### src/rtl/ctrl_sequencer_pkg.sv
// Shared types for the instruction sequencer: opcodes, register selects, ALU ops,
// FSM states and the bundled control word driven into the datapath.
package ctrl_sequencer_pkg;

    localparam int unsigned WordW = 8;

    typedef logic [WordW-1:0] word_t;

    typedef enum logic [1:0] {RegA, RegB, RegC, RegD} e_reg;

    typedef enum logic [3:0] {
        OP_NOP   = 4'h0,
        OP_ADD   = 4'h1,
        OP_SUB   = 4'h2,
        OP_AND   = 4'h3,
        OP_OR    = 4'h4,
        OP_XOR   = 4'h5,
        OP_MOV   = 4'h6,
        OP_LW    = 4'h7,
        OP_LI    = 4'h8,
        OP_ADDI  = 4'h9,
        OP_JMP   = 4'hA,
        OP_BEQ   = 4'hB,
        OP_ILL_C = 4'hC,
        OP_ILL_D = 4'hD,
        OP_ILL_E = 4'hE,
        OP_HALT  = 4'hF
    } e_opcode;

    typedef enum logic [2:0] {
        ALU_NOP,
        ALU_ADD,
        ALU_SUB,
        ALU_AND,
        ALU_OR,
        ALU_XOR,
        ALU_PASSB
    } e_alu_op;

    typedef enum logic [1:0] {S_DECODE, S_IMM, S_HALT} e_ctrl_state;

    typedef struct packed {
        e_reg    rs;
        e_reg    rt;
        word_t   imm;
        e_alu_op alu_op;
        logic    reg_wr;
        logic    pc_src;
        logic    alu_src;
        logic    mem_to_reg;
    } s_ctrl;

    localparam s_ctrl CTRL_IDLE = '{
        rs:         RegA,
        rt:         RegA,
        imm:        '0,
        alu_op:     ALU_NOP,
        reg_wr:     1'b0,
        pc_src:     1'b0,
        alu_src:    1'b0,
        mem_to_reg: 1'b0
    };

    // ALU function for the register-register group (ADD..XOR, MOV).
    function automatic e_alu_op rr_alu_op(input e_opcode op);
        e_alu_op res;
        case (op)
            OP_ADD:  res = ALU_ADD;
            OP_SUB:  res = ALU_SUB;
            OP_AND:  res = ALU_AND;
            OP_OR:   res = ALU_OR;
            OP_XOR:  res = ALU_XOR;
            OP_MOV:  res = ALU_PASSB;
            default: res = ALU_NOP;
        endcase
        return res;
    endfunction

endpackage

### src/rtl/ctrl_sequencer_decoder.sv
// Pure combinational opcode/rs/rt decode into a datapath control word plus
// flags telling the sequencer whether the op needs an operand byte or halts.
module ctrl_sequencer_decoder
    import ctrl_sequencer_pkg::*;
(
    input  e_opcode opcode_i,
    input  e_reg    rs_i,
    input  e_reg    rt_i,
    output s_ctrl   ctrl_o,
    output logic    is_2byte_o,
    output logic    is_halt_o
);

    always_comb begin
        ctrl_o     = CTRL_IDLE;
        is_2byte_o = 1'b0;
        is_halt_o  = 1'b0;
        case (opcode_i)
            OP_ADD, OP_SUB, OP_AND, OP_OR, OP_XOR, OP_MOV: begin
                ctrl_o.rs      = rs_i;
                ctrl_o.rt      = rt_i;
                ctrl_o.alu_op  = rr_alu_op(opcode_i);
                ctrl_o.reg_wr  = 1'b1;
                ctrl_o.alu_src = 1'b1;
            end
            OP_LW: begin
                // Address is rs + 0, so srcB comes from the zero immediate.
                ctrl_o.rs         = rs_i;
                ctrl_o.rt         = rt_i;
                ctrl_o.alu_op     = ALU_ADD;
                ctrl_o.reg_wr     = 1'b1;
                ctrl_o.mem_to_reg = 1'b1;
            end
            OP_LI: begin
                ctrl_o.rs     = rs_i;
                ctrl_o.alu_op = ALU_PASSB;
                ctrl_o.reg_wr = 1'b1;
                is_2byte_o    = 1'b1;
            end
            OP_ADDI: begin
                ctrl_o.rs     = rs_i;
                ctrl_o.alu_op = ALU_ADD;
                ctrl_o.reg_wr = 1'b1;
                is_2byte_o    = 1'b1;
            end
            OP_JMP: begin
                ctrl_o.pc_src = 1'b1;
                is_2byte_o    = 1'b1;
            end
            OP_BEQ: begin
                // Branch decision itself is made by the sequencer from alu_zero.
                ctrl_o.rs      = rs_i;
                ctrl_o.rt      = rt_i;
                ctrl_o.alu_op  = ALU_SUB;
                ctrl_o.alu_src = 1'b1;
                is_2byte_o     = 1'b1;
            end
            OP_HALT: is_halt_o = 1'b1;
            default: ctrl_o = CTRL_IDLE;
        endcase
    end

endmodule

### src/rtl/ctrl_sequencer.sv
// Decode/sequencing stage feeding the datapath: operand-byte FSM, HALT and imm muxing.
// Optional CTRL_ILLEGAL_TRAP_EN turns opcodes C/D/E into a sticky-flagged halt.
module ctrl_sequencer
    import ctrl_sequencer_pkg::*;
(
    input  logic    clk,
    input  logic    rst,
    input  word_t   instr,
    input  word_t   pc,
    input  logic    alu_zero,
    output e_reg    rs,
    output e_reg    rt,
    output word_t   imm,
    output e_alu_op alu_op,
    output logic    reg_wr,
    output logic    pc_src,
    output logic    alu_src,
    output logic    mem_to_reg,
    output logic    halted,
    output logic    illegal
);

    e_ctrl_state state_q, state_d;
    e_opcode     op_q, op_d;
    e_reg        rs_q, rs_d;
    e_reg        rt_q, rt_d;

    e_opcode dec_op;
    e_reg    dec_rs;
    e_reg    dec_rt;
    s_ctrl   dec_ctrl;
    logic    dec_2byte;
    logic    dec_halt;
    s_ctrl   ctrl;
    logic    beq_issue;
    logic    trap;

    // In S_IMM the instr bus carries the operand, so decode from the latched fields.
    always_comb begin
        dec_op = e_opcode'(instr[7:4]);
        dec_rs = e_reg'(instr[3:2]);
        dec_rt = e_reg'(instr[1:0]);
        if (state_q == S_IMM) begin
            dec_op = op_q;
            dec_rs = rs_q;
            dec_rt = rt_q;
        end
    end

    ctrl_sequencer_decoder u_decoder (
        .opcode_i   (dec_op),
        .rs_i       (dec_rs),
        .rt_i       (dec_rt),
        .ctrl_o     (dec_ctrl),
        .is_2byte_o (dec_2byte),
        .is_halt_o  (dec_halt)
    );

`ifdef CTRL_ILLEGAL_TRAP_EN
    logic illegal_q, illegal_d;

    assign trap      = (state_q == S_DECODE) &&
                       (e_opcode'(instr[7:4]) inside {OP_ILL_C, OP_ILL_D, OP_ILL_E});
    assign illegal_d = illegal_q | trap;

    always_ff @(posedge clk or negedge rst) begin
        if (!rst) begin
            illegal_q <= 1'b0;
        end else begin
            illegal_q <= illegal_d;
        end
    end

    assign illegal = rst & illegal_q;
`else
    assign trap    = 1'b0;
    assign illegal = 1'b0;
`endif

    always_comb begin
        state_d   = state_q;
        op_d      = op_q;
        rs_d      = rs_q;
        rt_d      = rt_q;
        ctrl      = CTRL_IDLE;
        beq_issue = 1'b0;
        unique case (state_q)
            S_DECODE: begin
                if (dec_halt || trap) begin
                    // Jump to self keeps pc parked on the halting byte.
                    ctrl.pc_src = 1'b1;
                    ctrl.imm    = pc;
                    state_d     = S_HALT;
                end else if (dec_2byte) begin
                    op_d    = dec_op;
                    rs_d    = dec_rs;
                    rt_d    = dec_rt;
                    state_d = S_IMM;
                end else begin
                    ctrl = dec_ctrl;
                end
            end
            S_IMM: begin
                ctrl      = dec_ctrl;
                ctrl.imm  = instr;
                beq_issue = (op_q == OP_BEQ);
                state_d   = S_DECODE;
            end
            S_HALT: begin
                ctrl.pc_src = 1'b1;
                ctrl.imm    = pc;
            end
            default: state_d = S_DECODE;
        endcase
    end

    always_ff @(posedge clk or negedge rst) begin
        if (!rst) begin
            state_q <= S_DECODE;
            op_q    <= OP_NOP;
            rs_q    <= RegA;
            rt_q    <= RegA;
        end else begin
            state_q <= state_d;
            op_q    <= op_d;
            rs_q    <= rs_d;
            rt_q    <= rt_d;
        end
    end

    // Kept apart from the FSM block so alu_zero only reaches pc_src.
    always_comb begin
        rs         = RegA;
        rt         = RegA;
        imm        = '0;
        alu_op     = ALU_NOP;
        reg_wr     = 1'b0;
        pc_src     = 1'b0;
        alu_src    = 1'b0;
        mem_to_reg = 1'b0;
        halted     = 1'b0;
        if (rst) begin
            rs         = ctrl.rs;
            rt         = ctrl.rt;
            imm        = ctrl.imm;
            alu_op     = ctrl.alu_op;
            reg_wr     = ctrl.reg_wr;
            pc_src     = ctrl.pc_src | (beq_issue & alu_zero);
            alu_src    = ctrl.alu_src;
            mem_to_reg = ctrl.mem_to_reg;
            halted     = (state_q == S_HALT);
        end
    end

endmodule

### config.mk
export PLATFORM = sky130hd
export DESIGN_NAME = ctrl_sequencer
export DESIGN_NICKNAME = d
export VERILOG_FILES = /design/src/rtl/ctrl_sequencer_pkg.sv /design/src/rtl/ctrl_sequencer_decoder.sv /design/src/rtl/ctrl_sequencer.sv
export SDC_FILE = /design/constraint.sdc
export NUM_CORES = 1
export LEC_CHECK = 0
export CAP_MARGIN = 30
export CORE_MARGIN = 2
export CORE_UTILIZATION = 43
export DETAILED_ROUTE_END_ITERATION = 16
export PLACE_DENSITY = 0.81
export SLEW_MARGIN = 20
export SYNTH_ARGS = -nofsm -noshare
export SYNTH_HDL_FRONTEND = slang
export SYNTH_SLANG_ARGS = --single-unit
### constraint.sdc
create_clock -name clk -period 2.7 [get_ports clk]
set_input_delay 0.405 -clock clk [delete_from_list [all_inputs] [get_ports clk]]
set_output_delay 0.405 -clock clk [all_outputs]
set_load 0.05 [all_outputs]
==> results of run 1 <==
-- registers in the layout (all words and copies together), names as in the netlist --
name and flops:
rt_q 2, op_q 4, rs_q 2, state_q 2
-- cells by family after synthesis --
family	count (synthesis)	synth area share
other cells	1	0.00385
compound gates	34	0.271
flops	10	0.257
simple gates	38	0.239
buf+inv	11	0.0809
mux	11	0.149
-- power by group through the flow --
stage | Sequential, W | Clock, W | Combinational [W]
floorplan | 0.000251 | 0 | 0.000757
global placement | 0.000285 | 0 | 0.00112
detailed placement | 0.000288 | 0 | 0.00114
CTS | 0.000287 | 0.000143 | 0.00114
global route | 0.000303 | 0.000151 | 0.00122
finish | 0.000293 | 0.000141 | 0.00116
-- layer usage --
layer / part of all wire / GRT usage
met3: 0.061 / 0.0287
met2: 0.51 / 0.444
met5: 0 / 0
met1: 0.40 / 0.327
met4: 0.020 / 0.105
-- placed cells by master, fill, tap and decap left out, types with 2 or more instances in the layout --
cell type,count
o21ai_0,4
dfrtp_2,2
a22o_1,8
clkdlybuf4s50_1,17
clkbuf_4,3
nor3_1,4
nor2_1,7
a21oi_2,2
o21a_1,2
o21ai_1,2
a21oi_1,4
o21bai_1,2
o22ai_1,2
dfrtp_1,8
mux2i_1,4
nand2_1,10
inv_1,3
mux2_2,2
buf_4,10
mux2_4,4
buf_12,20
-- metrics by stage --
| stage | util | area, sq um | setup WS [ns] | power (W) |
|---|---|---|---|---|
| floorplan | - | 975 | -0.154 | 0.00101 |
| global placement | 0.730 | 1580 | 0.103 | 0.00140 |
| detailed placement | 0.730 | 1580 | 0.00409 | 0.00142 |
| CTS | 0.747 | 1620 | 0.000364 | 0.00157 |
| global route | 0.760 | 1650 | -0.0120 | 0.00168 |
| finish | 0.760 | 1650 | 0.0606 | 0.00160 |
-- final cells by class --
cell class,instances,area (sq um),area share
repair buffers,48,658,0.399
multi-input cells,84,654,0.397
well taps,28,35.0,0.0213
inverters,3,11.3,0.00683
flip-flops and latches,10,253,0.153
clock buffers,4,36.3,0.0220
-- what timing repair did --
action	in CTS	in global routing
resized for setup	1	4
endpoints found under the setup margin	8	12
pin swaps	0	1
buffers inserted	0	2
hold buffers	0	0
-- how the worst max path moves through the flow --
| stage | startpoint | end | slack (ns) | depth (start not counted) |
|---|---|---|---|---|
| after floorplan | state_q[1] | rs[0] | -0.15 | 6 |
| after global placement | instr[5] | imm[1] | 0.10 | 7 |
| after detailed placement | instr[5] | imm[2] | 0.004 | 7 |
| after CTS | state_q[0] | imm[2] | 0.0004 | 7 |
| after global routing | state_q[0] | imm[2] | -0.01 | 8 |
| final | instr[7] | reg_wr | 0.06 | 8 |
-- worst max-delay path: stages --
cell and delay [ns]:
clkdlybuf4s50_1 0.66, inv_1 0.15, a31oi_1 0.20, buf_4 0.17, mux2i_1 0.07, a311oi_1 0.29, nor2_1 0.12, buf_12 0.16
-- synthesized netlist by cell type (2+ instances only) --
master     n  area [sq um]
dfrtp_1   10           250
clkbuf_1   2          7.51
o21ai_0    5          25.0
nor2_1     7          26.3
a22o_1     8          70.1
mux2_2     2          22.5
o22ai_1    2          12.5
nand2_1   10          37.5
mux2i_1    4          40.0
mux2_4     4          60.1
inv_1      3          11.3
buf_6      3          33.8
nor3_1     4          20.0
a21oi_1    5          25.0
o21a_1     2          15.0
o21bai_1   2          15.0
==> results.sh, run 1 <==
export IMPL_htreeDepth=1
export IMPL_cp_required_ns=2.30
export IMPL_power_density_mw_per_mm2=968
export IMPL_worstPathMaxFanout=6
export IMPL_cts_sinks=10
export IMPL_worst_hold_slack_ns=0.466
export IMPL_ir_drop_mv=0.695
export IMPL_min_period_ns=2.64
export IMPL_placementRows=17
export IMPL_cp_start_kind="primary input"
export IMPL_switching_power_w=0.000745
export IMPL_antenna_found_initial=0
export IMPL_place_inst=171
export IMPL_fin_tns_setup_ns=0
export IMPL_status="completed"
export IMPL_pin_count=40
export IMPL_grt_first_pass_wirelength_mm=5.04
export IMPL_p_sw_frac=0.467
export IMPL_clockBufferDepth=2
export IMPL_start_util=0.449
export IMPL_yosys_warnings=0
export IMPL_combinationalPowerShare=0.728
export IMPL_hpwlAfterDp_mm=2.40
export IMPL_reg2reg_to="rt_q[0]"
export IMPL_setup_viol=0
export IMPL_skew_ns=0.00547
export IMPL_syn2layout_area_growth_pct=69.1
export IMPL_hold_violations=0
export IMPL_grt_use_total=0.258
export IMPL_max_freq_mhz=379
export IMPL_gp_congestion=0.876
export IMPL_cts_buffers=3
export IMPL_die_x_um=51.6
export IMPL_ys_seq_area_frac=0.257
export IMPL_internal_power_w=0.000851
export IMPL_instances_no_fill=177
export IMPL_die_area_sq_mm=0.00266
export IMPL_crit_type="in2out"
export IMPL_hold_class="in2async"
export IMPL_io_buffers=38
export IMPL_rr_startpoint="state_q[1]"
export IMPL_p_seq_frac=0.183
export IMPL_cts_tree="done"
export IMPL_postSynth_asyncResetShare=1.00
export IMPL_nets=169
export IMPL_clkTransAtPathRegs_ns=0.07
export IMPL_fillerInstances=159
export IMPL_coreArea_sq_mm=0.00217
export IMPL_clkPwrFrac=0.089
export IMPL_first_global_vias=1016
export IMPL_cp_arrival_ns=2.23
export IMPL_drtAntennaViolNets=0
export IMPL_antenna_diode_count=0
export IMPL_synth_cell_types=48
export IMPL_synth_enable_flop_cells=0
export IMPL_synth_nets=124
export IMPL_synthesis_area_sq_um=975
export IMPL_dr_pass1_iters=4
export IMPL_cts_root_buf="clkbuf_4"
export IMPL_max_cap_viol_count=0
export IMPL_drc_errors=0
export IMPL_ys_ff_latch=10
export IMPL_die_y_um=51.6
export IMPL_drive_gt1_frac=0.356
export IMPL_power_leakage_nw=0.682
export IMPL_reg2reg_depth=5
export IMPL_routed_wl_mm=3.08
export IMPL_rrSetupSlack_ns=0.81
export IMPL_drtIter0Drc=29
export IMPL_wl_per_cell_um=17.4
export IMPL_synth_area_per_cell_sq_um=9.28
export IMPL_grt_max_degree=16
export IMPL_finalMaxSlewViolations=0
export IMPL_vias=1047
export IMPL_timing_final_crit_share=0.978
export IMPL_ys_flop_type="dfrtp_1"
export IMPL_syn_instance_count=105
export IMPL_via_per_inst=5.92
export IMPL_cp_end_kind="output pin"
export IMPL_insertion_delay_ns=0.28
export IMPL_globalRoute_totalOverflow=0
No activity file was read; power rests on OpenSTA's default activity.
==> inputs of run 2 (changes only) <==
--- a/config.mk
+++ b/config.mk
@@ -5,8 +5,6 @@
 export SDC_FILE = /design/constraint.sdc
 export NUM_CORES = 1
 export LEC_CHECK = 0
-export CAP_MARGIN = 30
-export CORE_MARGIN = 2
 export CORE_UTILIZATION = 43
 export DETAILED_ROUTE_END_ITERATION = 16
 export PLACE_DENSITY = 0.81
==> results.sh, run 2 (synthesis results as in run 1) <==
export IMPL_largest_register="op_q"
export IMPL_drtAntennaViolNets=0
export IMPL_final_common_cell="buf_12"
export IMPL_timing_final_crit_share=0.971
export IMPL_clkPwrFrac=0.067
export IMPL_crit_chain="buf_4 > nor4b_1 > a31oi_1 > buf_4 > o21ai_1 > a21oi_1 > nor3_1 > buf_12"
export IMPL_hold_class="in2async"
export IMPL_crit_top_cell="buf_4"
export IMPL_skew_ns=0.00257
export IMPL_globalRoute_totalOverflow=0
export IMPL_largest_register_ffs=4
export IMPL_cp_start_kind="flip-flop"
export IMPL_drtIter0Drc=54
export IMPL_cp_required_ns=2.30
export IMPL_routed_wl_mm=3.41
export IMPL_syn2layout_area_growth_pct=72.3
export IMPL_switching_power_w=0.000777
export IMPL_rr_startpoint="state_q[0]"
export IMPL_cts_sinks=10
export IMPL_grt_max_degree=16
export IMPL_cp_top_family="simple AND/OR/NAND/NOR gates"
export IMPL_max_cap_viol_count=0
export IMPL_combinationalPowerShare=0.759
export IMPL_grt_use_total=0.288
export IMPL_p_seq_frac=0.174
export IMPL_hpwlAfterDp_mm=2.52
export IMPL_crit_path_start="state_q[0]"
export IMPL_max_freq_mhz=381
export IMPL_finalMaxSlewViolations=0
export IMPL_coreArea_sq_mm=0.00204
export IMPL_pin_count=40
export IMPL_status="completed"
export IMPL_insertion_delay_ns=0.27
export IMPL_clockBufferDepth=2
export IMPL_drc_errors=0
export IMPL_cp_arrival_ns=2.22
export IMPL_layout_common_cells="buf_12, clkdlybuf4s50_1, buf_4"
export IMPL_start_util=0.477
export IMPL_io_buffers=38
export IMPL_clkTransAtPathRegs_ns=0.08
export IMPL_p_sw_frac=0.478
export IMPL_dr_pass1_iters=4
export IMPL_cts_tree="done"
export IMPL_via_per_inst=6.02
export IMPL_grt_first_pass_wirelength_mm=5.26
export IMPL_die_y_um=49.6
export IMPL_min_period_ns=2.62
export IMPL_worstPathMaxFanout=7
export IMPL_placementRows=16
export IMPL_power_leakage_nw=0.693
export IMPL_power_density_mw_per_mm2=968
export IMPL_cts_buffers=3
export IMPL_setup_viol=0
export IMPL_cts_root_buf="clkbuf_4"
export IMPL_cp_end_kind="output pin"
export IMPL_power_total_w=0.00163
export IMPL_gp_congestion=0.855
export IMPL_rsz0062_at_grt="yes"
export IMPL_crit_slowest_cell="dfrtp_1"
export IMPL_path_buf_inv=3
export IMPL_fin_ws_ns=0.0777
export IMPL_nets=174
export IMPL_antenna_found_initial=0
export IMPL_ir_drop_mv=0.671
export IMPL_drive_gt1_frac=0.359
export IMPL_worst_hold_slack_ns=0.529
export IMPL_slowest_delay_ns=0.42
export IMPL_place_ws_ns=0.0698
export IMPL_htreeDepth=1
export IMPL_vias=1083
export IMPL_fin_tns_setup_ns=0
export IMPL_hold_violations=0
export IMPL_antenna_diode_count=0
export IMPL_first_global_vias=1054
export IMPL_die_area_sq_mm=0.00246
export IMPL_crit_type="reg2out"
export IMPL_internal_power_w=0.000849
export IMPL_die_x_um=49.6
export IMPL_wl_per_cell_um=18.9
run 2: changes by cell type in the layout (fill, tap and decap cells not counted), sizes merged:
cell           delta
buf               +5
clkbuf            -1
clkdlybuf4s50     +1
dlymetal6s2s      -1
run 2: metrics by stage:
stage / area [sq um] / util / std cells
after detailed placement: 1600 / 0.786 / 173
after global placement: 1600 / 0.786 / 173
after CTS: 1650 / 0.807 / 177
after global routing: 1680 / 0.822 / 180
after floorplan: 975 / - / 105
final: 1680 / 0.822 / 180
run 2: area by class of cell:
class | count | area, sq um
clock buffers | 3 | 22.5
multi-input cells | 84 | 654
well taps | 27 | 33.8
flip-flops and latches | 10 | 251
repair buffers | 53 | 706
fillers | 127 | 363
inverters | 3 | 11.3
run 2: worst reg2reg max path, stage by stage (launching register included):
cell and delay, ns:
dfrtp_1 0.42, buf_4 0.20, and4bb_1 0.37, a31oi_4 0.09, nor3_2 0.20, buf_4 0.19
mux2_2 0.33
run 2: power by group through the flow:
stage | Sequential, W | Combinational [W] | Clock, W
2_1_floorplan | 0.000251 | 0.000757 | 0
3_3_place_gp | 0.000279 | 0.00112 | 0
3_5_place_dp | 0.000287 | 0.00116 | 0
4_1_cts | 0.000288 | 0.00118 | 0.000111
5_1_grt | 0.000291 | 0.00129 | 0.000124
6_report | 0.000282 | 0.00123 | 0.000110
run 2: what timing repair did:
item	4_1_cts	5_1_grt
hold endpoints to repair	0	0
pin swaps	1	0
setup endpoints to repair	10	11
gates resized for setup	1	1
setup buffers	1	3
hold buffers	0	0
run 2: final timing paths:
check | endpoint | slack [ns] | depth (start not counted)
worst min-delay path | rt_q[1] | 0.53 | 2
worst min register to register | rt_q[1] | 0.53 | 1
worst max register to register | rt_q[0] | 0.80 | 6
max in group asynchronous | state_q[1] | 1.98 | 2
min in group clk | rt_q[1] | 0.53 | 1
worst max-delay path | rs[0] | 0.08 | 8
run 2: routing by layer:
metal,GRT usage,routed length (um),up-vias,share of wire
li1,-,-,489,-
met1,0.325,1280,506,0.38
met2,0.532,1780,72,0.52
met3,0.0710,247,16,0.072
met4,0.0762,99,0,0.029
met5,0,0,-,0
